===== config.mk =====
export PLATFORM = sky130hd
export DESIGN_NAME = gray_to_bin_tracker
export DESIGN_NICKNAME = d
export VERILOG_FILES = /design/src/rtl/gray_to_bin_tracker.sv
export SDC_FILE = /design/constraint.sdc
export NUM_CORES = 1
export LEC_CHECK = 0
export CAP_MARGIN = 10
export CORE_MARGIN = 8
export CORE_UTILIZATION = 50
export DETAILED_ROUTE_END_ITERATION = 8
export PLACE_DENSITY = 0.78
export SYNTH_ARGS = -nofsm -noshare
export SYNTH_HDL_FRONTEND = slang
export SYNTH_SLANG_ARGS = --single-unit

===== constraint.sdc =====
create_clock -name clk -period 4.4 [get_ports clk]
set_input_delay 0.88 -clock clk [delete_from_list [all_inputs] [get_ports clk]]
set_output_delay 0.88 -clock clk [all_outputs]
set_load 0.01 [all_outputs]

===== src/rtl/gray_to_bin_tracker.sv =====
// Registered Gray-to-binary decoder with single-step legality tracking.
// Two stages: input capture, then decode/check into registered outputs.
module gray_to_bin_tracker #(
    parameter int WIDTH = 4,
    parameter int CNT_W = 8
) (
    input  logic             clk,
    input  logic             rst,
    input  logic             clear,
    input  logic             in_valid,
    input  logic [WIDTH-1:0] gray_in,
    output logic             out_valid,
    output logic [WIDTH-1:0] bin_out,
    output logic             dir_up,
    output logic             step_err,
    output logic [CNT_W-1:0] err_count,
    output logic             tracking
);

    typedef enum logic {IDLE, TRACK} state_t;

    state_t             state_q, state_d;
    logic               s1_vld_q, s1_vld_d;
    logic [WIDTH-1:0]   s1_gray_q, s1_gray_d;
    logic               out_valid_q, out_valid_d;
    logic [WIDTH-1:0]   bin_q, bin_d;
    logic               dir_q, dir_d;
    logic               err_q, err_d;
    logic [CNT_W-1:0]   cnt_q, cnt_d;

    logic [WIDTH-1:0]   bin_new;
    logic [WIDTH-1:0]   delta;
    logic               step_up, step_dn, step_hold;

    // Each binary bit is the XOR of all Gray bits at and above it.
    for (genvar i = 0; i < WIDTH; i++) begin : g_dec
        assign bin_new[i] = ^s1_gray_q[WIDTH-1:i];
    end

    // bin_q always holds the last result, so it doubles as the reference code.
    assign delta     = bin_new - bin_q;
    assign step_up   = (delta == WIDTH'(1));
    assign step_dn   = (delta == {WIDTH{1'b1}});
    assign step_hold = (delta == '0);

    always_comb begin
        s1_vld_d    = in_valid;
        s1_gray_d   = in_valid ? gray_in : s1_gray_q;
        state_d     = state_q;
        out_valid_d = 1'b0;
        bin_d       = bin_q;
        dir_d       = dir_q;
        err_d       = 1'b0;
        cnt_d       = cnt_q;

        if (s1_vld_q) begin
            out_valid_d = 1'b1;
            bin_d       = bin_new;
            state_d     = TRACK;
            if (state_q == TRACK && !clear) begin
                if (step_up) begin
                    dir_d = 1'b1;
                end else if (step_dn) begin
                    dir_d = 1'b0;
                end else if (!step_hold) begin
                    err_d = 1'b1;
                    if (cnt_q != {CNT_W{1'b1}}) cnt_d = cnt_q + CNT_W'(1);
                end
            end
        end

        // A result leaving stage 2 on the clear edge becomes the fresh reference.
        if (clear) begin
            cnt_d = '0;
            if (!s1_vld_q) state_d = IDLE;
        end
    end

    always_ff @(posedge clk or posedge rst) begin
        if (rst) begin
            state_q     <= IDLE;
            s1_vld_q    <= 1'b0;
            s1_gray_q   <= '0;
            out_valid_q <= 1'b0;
            bin_q       <= '0;
            dir_q       <= 1'b0;
            err_q       <= 1'b0;
            cnt_q       <= '0;
        end else begin
            state_q     <= state_d;
            s1_vld_q    <= s1_vld_d;
            s1_gray_q   <= s1_gray_d;
            out_valid_q <= out_valid_d;
            bin_q       <= bin_d;
            dir_q       <= dir_d;
            err_q       <= err_d;
            cnt_q       <= cnt_d;
        end
    end

    assign out_valid = out_valid_q;
    assign bin_out   = bin_q;
    assign dir_up    = dir_q;
    assign step_err  = err_q;
    assign err_count = cnt_q;
    assign tracking  = (state_q == TRACK);

endmodule


==> results.yml <==
routing:
  antenna_left: 0
  remaining_drc_errors: 0
  wl_per_cell_um: 14.7
  drt_iter0_markers: 25
  firstDrtPassIters: 4
  vias: 968
  drt-vias-per-instance: 5.69
  routed_wl_mm: 2.50
logic_synthesis:
  synth_edf_count: 0
  syn_area_mm2: 0.00123
  syn-instance-count: 115
  synthArstFlopShare_pct: 100
  ys_seq_area_share_pct: 42.8
  yosys_warnings: 0
  ys.flop_type: "dfrtp_1"
  synth_top_area_cell: "dfrtp_1"
  syn_nets: 128
  ys_top_cells_by_count: "dfrtp_1 (21), a21oi_1 (9), nor2_1 (9), inv_1 (6), nand3_1 (6)"
  yosys.cell_count.top_type: "dfrtp_1"
  synthTopCellsByArea: "dfrtp_1 (43%), mux2_2 (4.6%), ha_1 (4.1%), a21oi_1 (3.7%), mux2_1 (3.7%)"
  yosys.cell_types.count: 41
  synth.avg_cell_area_um2: 10.7
  synth_top_cell_area_share_pct: 42.8
  ys_ff_latch: 21
cts:
  clk_pin_slew_ns: 0.12
  worst_skew_pair.late_latency_ns: 0.30
  cts_sinks: 21
  ctsResizeCount: 0
  cts_root_buf: "clkbuf_4"
  postCtsHoldBufs: 0
  cts_inserted_buffers: 3
  post_cts_buffers: 0
  clk_path_buf_depth: 2
  cts-htree-levels: 1
  cts_tree: "done"
placement:
  io_buffers: 23
  dp_hpwl_mm: 1.95
  post_dp_cell_area_mm2: 0.00149
  gp_congestion: 0.847
critical_path:
  cp_slowest_cell: "a2111o_1"
  slowest_delay_ns: 0.47
  cp-end-kind: "flip-flop"
  start_kind: "flip-flop"
  crit_path_cell_trace: "xnor2_1 -> xnor2_1 -> xnor2_1 -> ha_1 -> inv_1 -> fa_1 -> xor2_1 -> nand3b_1 -> nand4_4 -> a2111o_1 -> a21oi_2"
  crit_top_cell: "xnor2_1"
  reg2regPathDepth: 11
  cp_max_fo: 7
  r2r-start: "s1_gray_q[3]"
  critPathArrivalTime_ns: 3.40
  crit_required_ns: 4.63
  worstSetupPathType: "reg -> reg"
  startpoint: "s1_gray_q[3]"
  r2r_slack_ns: 1.23
  r2r_end: "err_count[6]"
sta:
  max_slew_margin_pct: 47.4
  setup_tns_ns: 0
  report.final.slew_viol_count: 0
  setup_viol: 0
  finalHoldViolCount: 0
  period_needed_ns: 3.17
  min_period_over_period_pct: 72.1
  tightestPinTransition_ns: 0.788
  rsz0062_at_grt: "no"
  fmax_mhz: 315
  fin_worst_skew_ns: 0.00283
floorplan:
  die_y_um: 65.6
  die_x_um: 65.6
  initial_core_util_pct: 51.0
  core_mm2: 0.00241
  die_area_mm2: 0.00430
  io-pin-count: 24
  num_rows: 18
final_layout:
  nFillCells: 195
  multi_input_area_um2: 672
  syn_to_final_growth_pct: 23.3
  layout-drive-gt1-share_pct: 12.1
  seq_area_um2: 526
  antennaDiodeCount: 0
  layout.nets: 154
  finalInstanceArea_mm2: 0.00152
global_route:
  antenna_found_initial: 0
  grt_max_degree: 22
  grt_pass1_wl_mm: 4.38
  grt-ovfl-total: 0
  gr-usage-all-layers_pct: 12.6
  grt_pass1_vias: 991
power:
  power_density_mw_per_mm2: 414
  cellLeakagePower_uw: 0.000631
  vdd_ir_drop_max_v: 0.000369
status:
  status: "finished, final reports clean"
hold_path:
  min_path_cells: 1
  whs_endpoint: "s1_gray_q[2]"
  hp-start: "s1_gray_q[2]"
  worst_hold_path_type: "reg -> reg"
run:
  max_cap_violations: 0
==> how the worst max path moves through the flow <==
stage	end	slack [ns]	cells past startpoint
3_3_place_gp	err_count[6]	1.36	11
4_1_cts	err_count[7]	1.22	11
3_5_place_dp	err_count[6]	1.23	11
6_report	err_count[6]	1.23	11
5_1_grt	err_count[7]	0.97	11
2_1_floorplan	err_count[5]	1.50	11
==> kinds of logic (layout without fill, tap and decap cells) <==
kind of cell,after synthesis,after routing,synth area share [%]
fa+ha+maj,5,5,5.70
mux,9,9,8.25
simple gates,36,36,17.4
xor+xnor,6,6,4.28
compound gates,30,30,19.0
buf+inv,8,33,2.55
flops,21,21,42.8
==> flip-flops by register name (all words and copies together) (netlist names) <==
| name | count |
|---|---|
| err_count | 8 |
| bin_out | 4 |
| s1_gray_q | 4 |
| dir_up | 1 |
| out_valid | 1 |
| s1_vld_q | 1 |
| step_err | 1 |
| tracking | 1 |
==> power by group <==
part           internal (uW)  switching (uW)  leakage (uW)
logic                    128             167      0.000348
registers                216            22.0      0.000265
clock network           33.9            61.2     0.0000177
==> critical path: cells and delay by family, from the launching register on <==
kind                       cells  cell delay (ns)
DFF                            1             0.46
buffers and inverters          1             0.06
xor gates and xnor gates       4             0.97
and+or+nand+nor                2             0.42
adders and majority gates      2             0.58
AOI/OAI and AO/OA              2             0.62
==> cell type report <==
class | count | area share [%]
timing repair buffer | 23 | 15.2
clock inverter | 1 | 0.330
multi-input combinational | 86 | 44.3
tap | 30 | 2.48
clock buffer | 3 | 1.49
inverter | 6 | 1.49
sequential | 21 | 34.7
==> through the flow <==
| stage | util [%] | total power (uW) | hold WS (ns) | worst slack [ns] | cells |
|---|---|---|---|---|---|
| global placement | 61.7 | 525 | 0.519 | 1.36 | 166 |
| CTS | 62.9 | 634 | 0.553 | 1.22 | 170 |
| floorplan | - | 446 | 0.349 | 1.50 | 115 |
| detailed placement | 61.7 | 537 | 0.524 | 1.23 | 166 |
| global route | 62.9 | 679 | 0.559 | 0.972 | 170 |
| finish | 62.9 | 628 | 0.547 | 1.23 | 170 |
==> routing by layer <==
metal | routed length (um) | vias up | track usage (%) | share of wire [%]
li1 | - | 471 | - | -
met1 | 1110 | 470 | 15.1 | 45
met4 | 10 | 0 | 4.63 | 0.40
met3 | 117 | 2 | 3.23 | 4.7
met2 | 1260 | 25 | 21.3 | 50
met5 | 0 | - | 0 | 0
==> placed cells by master (no fill, tap or decap), drive strengths merged <==
master and instances:
a2111o 1, a2111oi 1, a211oi 2, a21boi 2, a21o 3, a21oi 11, a31o 1, a31oi 1
a41o 1, and3 1, and3b 1, and4 1, clkbuf 3, clkdlybuf4s50 23, clkinv 1, dfrtp 21
fa 1, ha 4, inv 6, mux2 9, nand2 6, nand3 6, nand3b 2, nand4 2
nor2 9, nor2b 5, nor3 2, o2111ai 1, o211ai 3, o21ai 2, o31ai 1, or2 1
xnor2 4, xor2 2
Power figures use the tool's default switching activity.
==> variant (same flow settings) <==
Remove the register `err_q`: a continuous assignment takes its place, so the output `step_err` follows one clock earlier.
--- a/src/rtl/gray_to_bin_tracker.sv
+++ b/src/rtl/gray_to_bin_tracker.sv
@@ -84,7 +84,6 @@
             out_valid_q <= 1'b0;
             bin_q       <= '0;
             dir_q       <= 1'b0;
-            err_q       <= 1'b0;
             cnt_q       <= '0;
         end else begin
             state_q     <= state_d;
@@ -93,10 +92,11 @@
             out_valid_q <= out_valid_d;
             bin_q       <= bin_d;
             dir_q       <= dir_d;
-            err_q       <= err_d;
             cnt_q       <= cnt_d;
         end
     end
+
+    assign err_q = err_d;
 
     assign out_valid = out_valid_q;
     assign bin_out   = bin_q;
Formal check against the unedited RTL: not equivalent (Yosys sat finds a counterexample within 4 cycles, from zero or initial values and one cycle with rst high).
==> variant against the unedited design <==
Total power down 2.5%; design area down 0.66%; routed wire length up 5.1%; largest cell class unchanged; non-clock buffer count up 1; sequential cell count down 1; worst setup slack worse by 930 ps; area after synthesis down 2.0%; clock skew up 6.1 ps.
==> variant: results (changes against the unedited design) <==
| Metric | Value |
|---|---|
| Max Clock Skew | 8.885 ps (+6.056 ps) |
| Detailed-route wire length per cell | 15.72 microns (+7.0%) |
| Top Metal Used | met4 |
| Worst hold slack | 555.7 ps (+8.967 ps) |
| CP max FO | 5 (-2) |
| Met2 Use GR | 0.2137 (+0.0008725) |
| Most area-consuming cells after synthesis | dfrtp_1 (42%), mux2_2 (4.7%), ha_1 (4.2%), a21oi_1 (3.7%), mux2_1 (3.7%) |
| Synth top cells by count | dfrtp_1 (20), a21oi_1 (9), nor2_1 (9) |
| Syn nets | 127 (-0.78%) |
| P_comb | 0.297 mW |
| Sw frac | 0.4005 (+0.002234) |
| CP max stage cell | dfrtp_1 |
| GRT Total Usage | 0.1375 (+0.01107) |
| Clk pwr | 0.0866 mW (-8.9%) |
| Met1 GRT Util | 0.1641 (+0.01270) |
| Vias in the first global route | 971 (-2.0%) |
| Sequential-to-total area share from yosys stat | 0.4158 (-0.01190) |
| Met1 Routed Length | 1183 microns (+6.2%) |
| Cells after Synth | 114 (-0.87%) |
| FILL cells | 186 (-4.6%) |
| Pre-CTS setup slack | 143.6 ps (-1091 ps) |
| Layout cells sized above 1 | 0.1367 (+0.01526) |
| Peak VDD IR | 277.3 uV (-25%) |
| Clock transition at path regs | 100 ps (-20 ps) |
| Setup ws final | 300.9 ps (-926.5 ps) |
| LEAKAGE | 0.6335 nW (+0.41%) |
| Vias per cell | 5.814 (+2.1%) |
| Max-Slew Margin vs Limit | 0.4977 (+0.02385) |
| Post-DP HPWL | 2025 microns (+4.1%) |
| Placed insts | 164 (-1.2%) |
| Largest net degree at the start of global routing | 21 (-4.5%) |
| Seq pwr | 0.228 mW (-4%) |
| Post-synthesis mux area share | 0.08420 (+0.001715) |
| First-pass GRT wire length | 4540 microns (+3.6%) |
| Post-synthesis adder-cell area fraction | 0.05821 (+0.001186) |
| GPL Wtd Cong | 0.8414 (-0.66%) |
| Synth Area in Compound Gates | 0.1944 (+0.003959) |
| Met3 Usage GRT | 0.04983 (+0.01752) |
| Vias | 971 (+0.31%) |
| Drt initial violations | 18 (-28%) |
| Placed cell area | 1468 sq um (-1.3%) |
| CP arrival | 3220 ps (-180 ps) |
| Number of synthesized flops with an enable pin | 0 (unchanged) |
| Met3 wire length | 147 microns (+26%) |
| R2R setup slack | 1300 ps (+70 ps) |
| Status | complete, no violations |
| Xor/xnor share of the synthesized area | 0.04366 (+0.0008892) |
| Met2 routed wirelength | 1245 microns (-0.88%) |
[variant: worst paths after layout]
kind	start	endpoint	depth (start not counted)
max in group asynchronous	rst	s1_gray_q[1]$_DFFE_PP0P_	2
worst min-delay path	tracking$_DFF_PP0_	tracking$_DFF_PP0_	1
worst min register to register	tracking$_DFF_PP0_	tracking$_DFF_PP0_	1
worst max register to register	s1_gray_q[3]$_DFFE_PP0P_	err_count[7]$_DFFE_PP0P_	11
worst max-delay path	s1_gray_q[3]$_DFFE_PP0P_	step_err	11
min in group asynchronous	rst	bin_out[2]$_DFFE_PP0P_	2
[variant: cell type report]
type | count | area [sq um] | share of cell area
timing repair buffer | 24 | 236.5 | 0.1571
sequential | 20 | 500.5 | 0.3325
inverter | 6 | 22.52 | 0.01496
clock buffer | 3 | 22.52 | 0.01496
tap | 28 | 35.03 | 0.02328
multi-input combinational | 86 | 688.2 | 0.4572
[variant: timing repair]
action	in CTS	in global routing
endpoints found under the hold margin	0	0
gates resized for setup	4	0
setup endpoints to repair	1	0
hold buffers	0	0
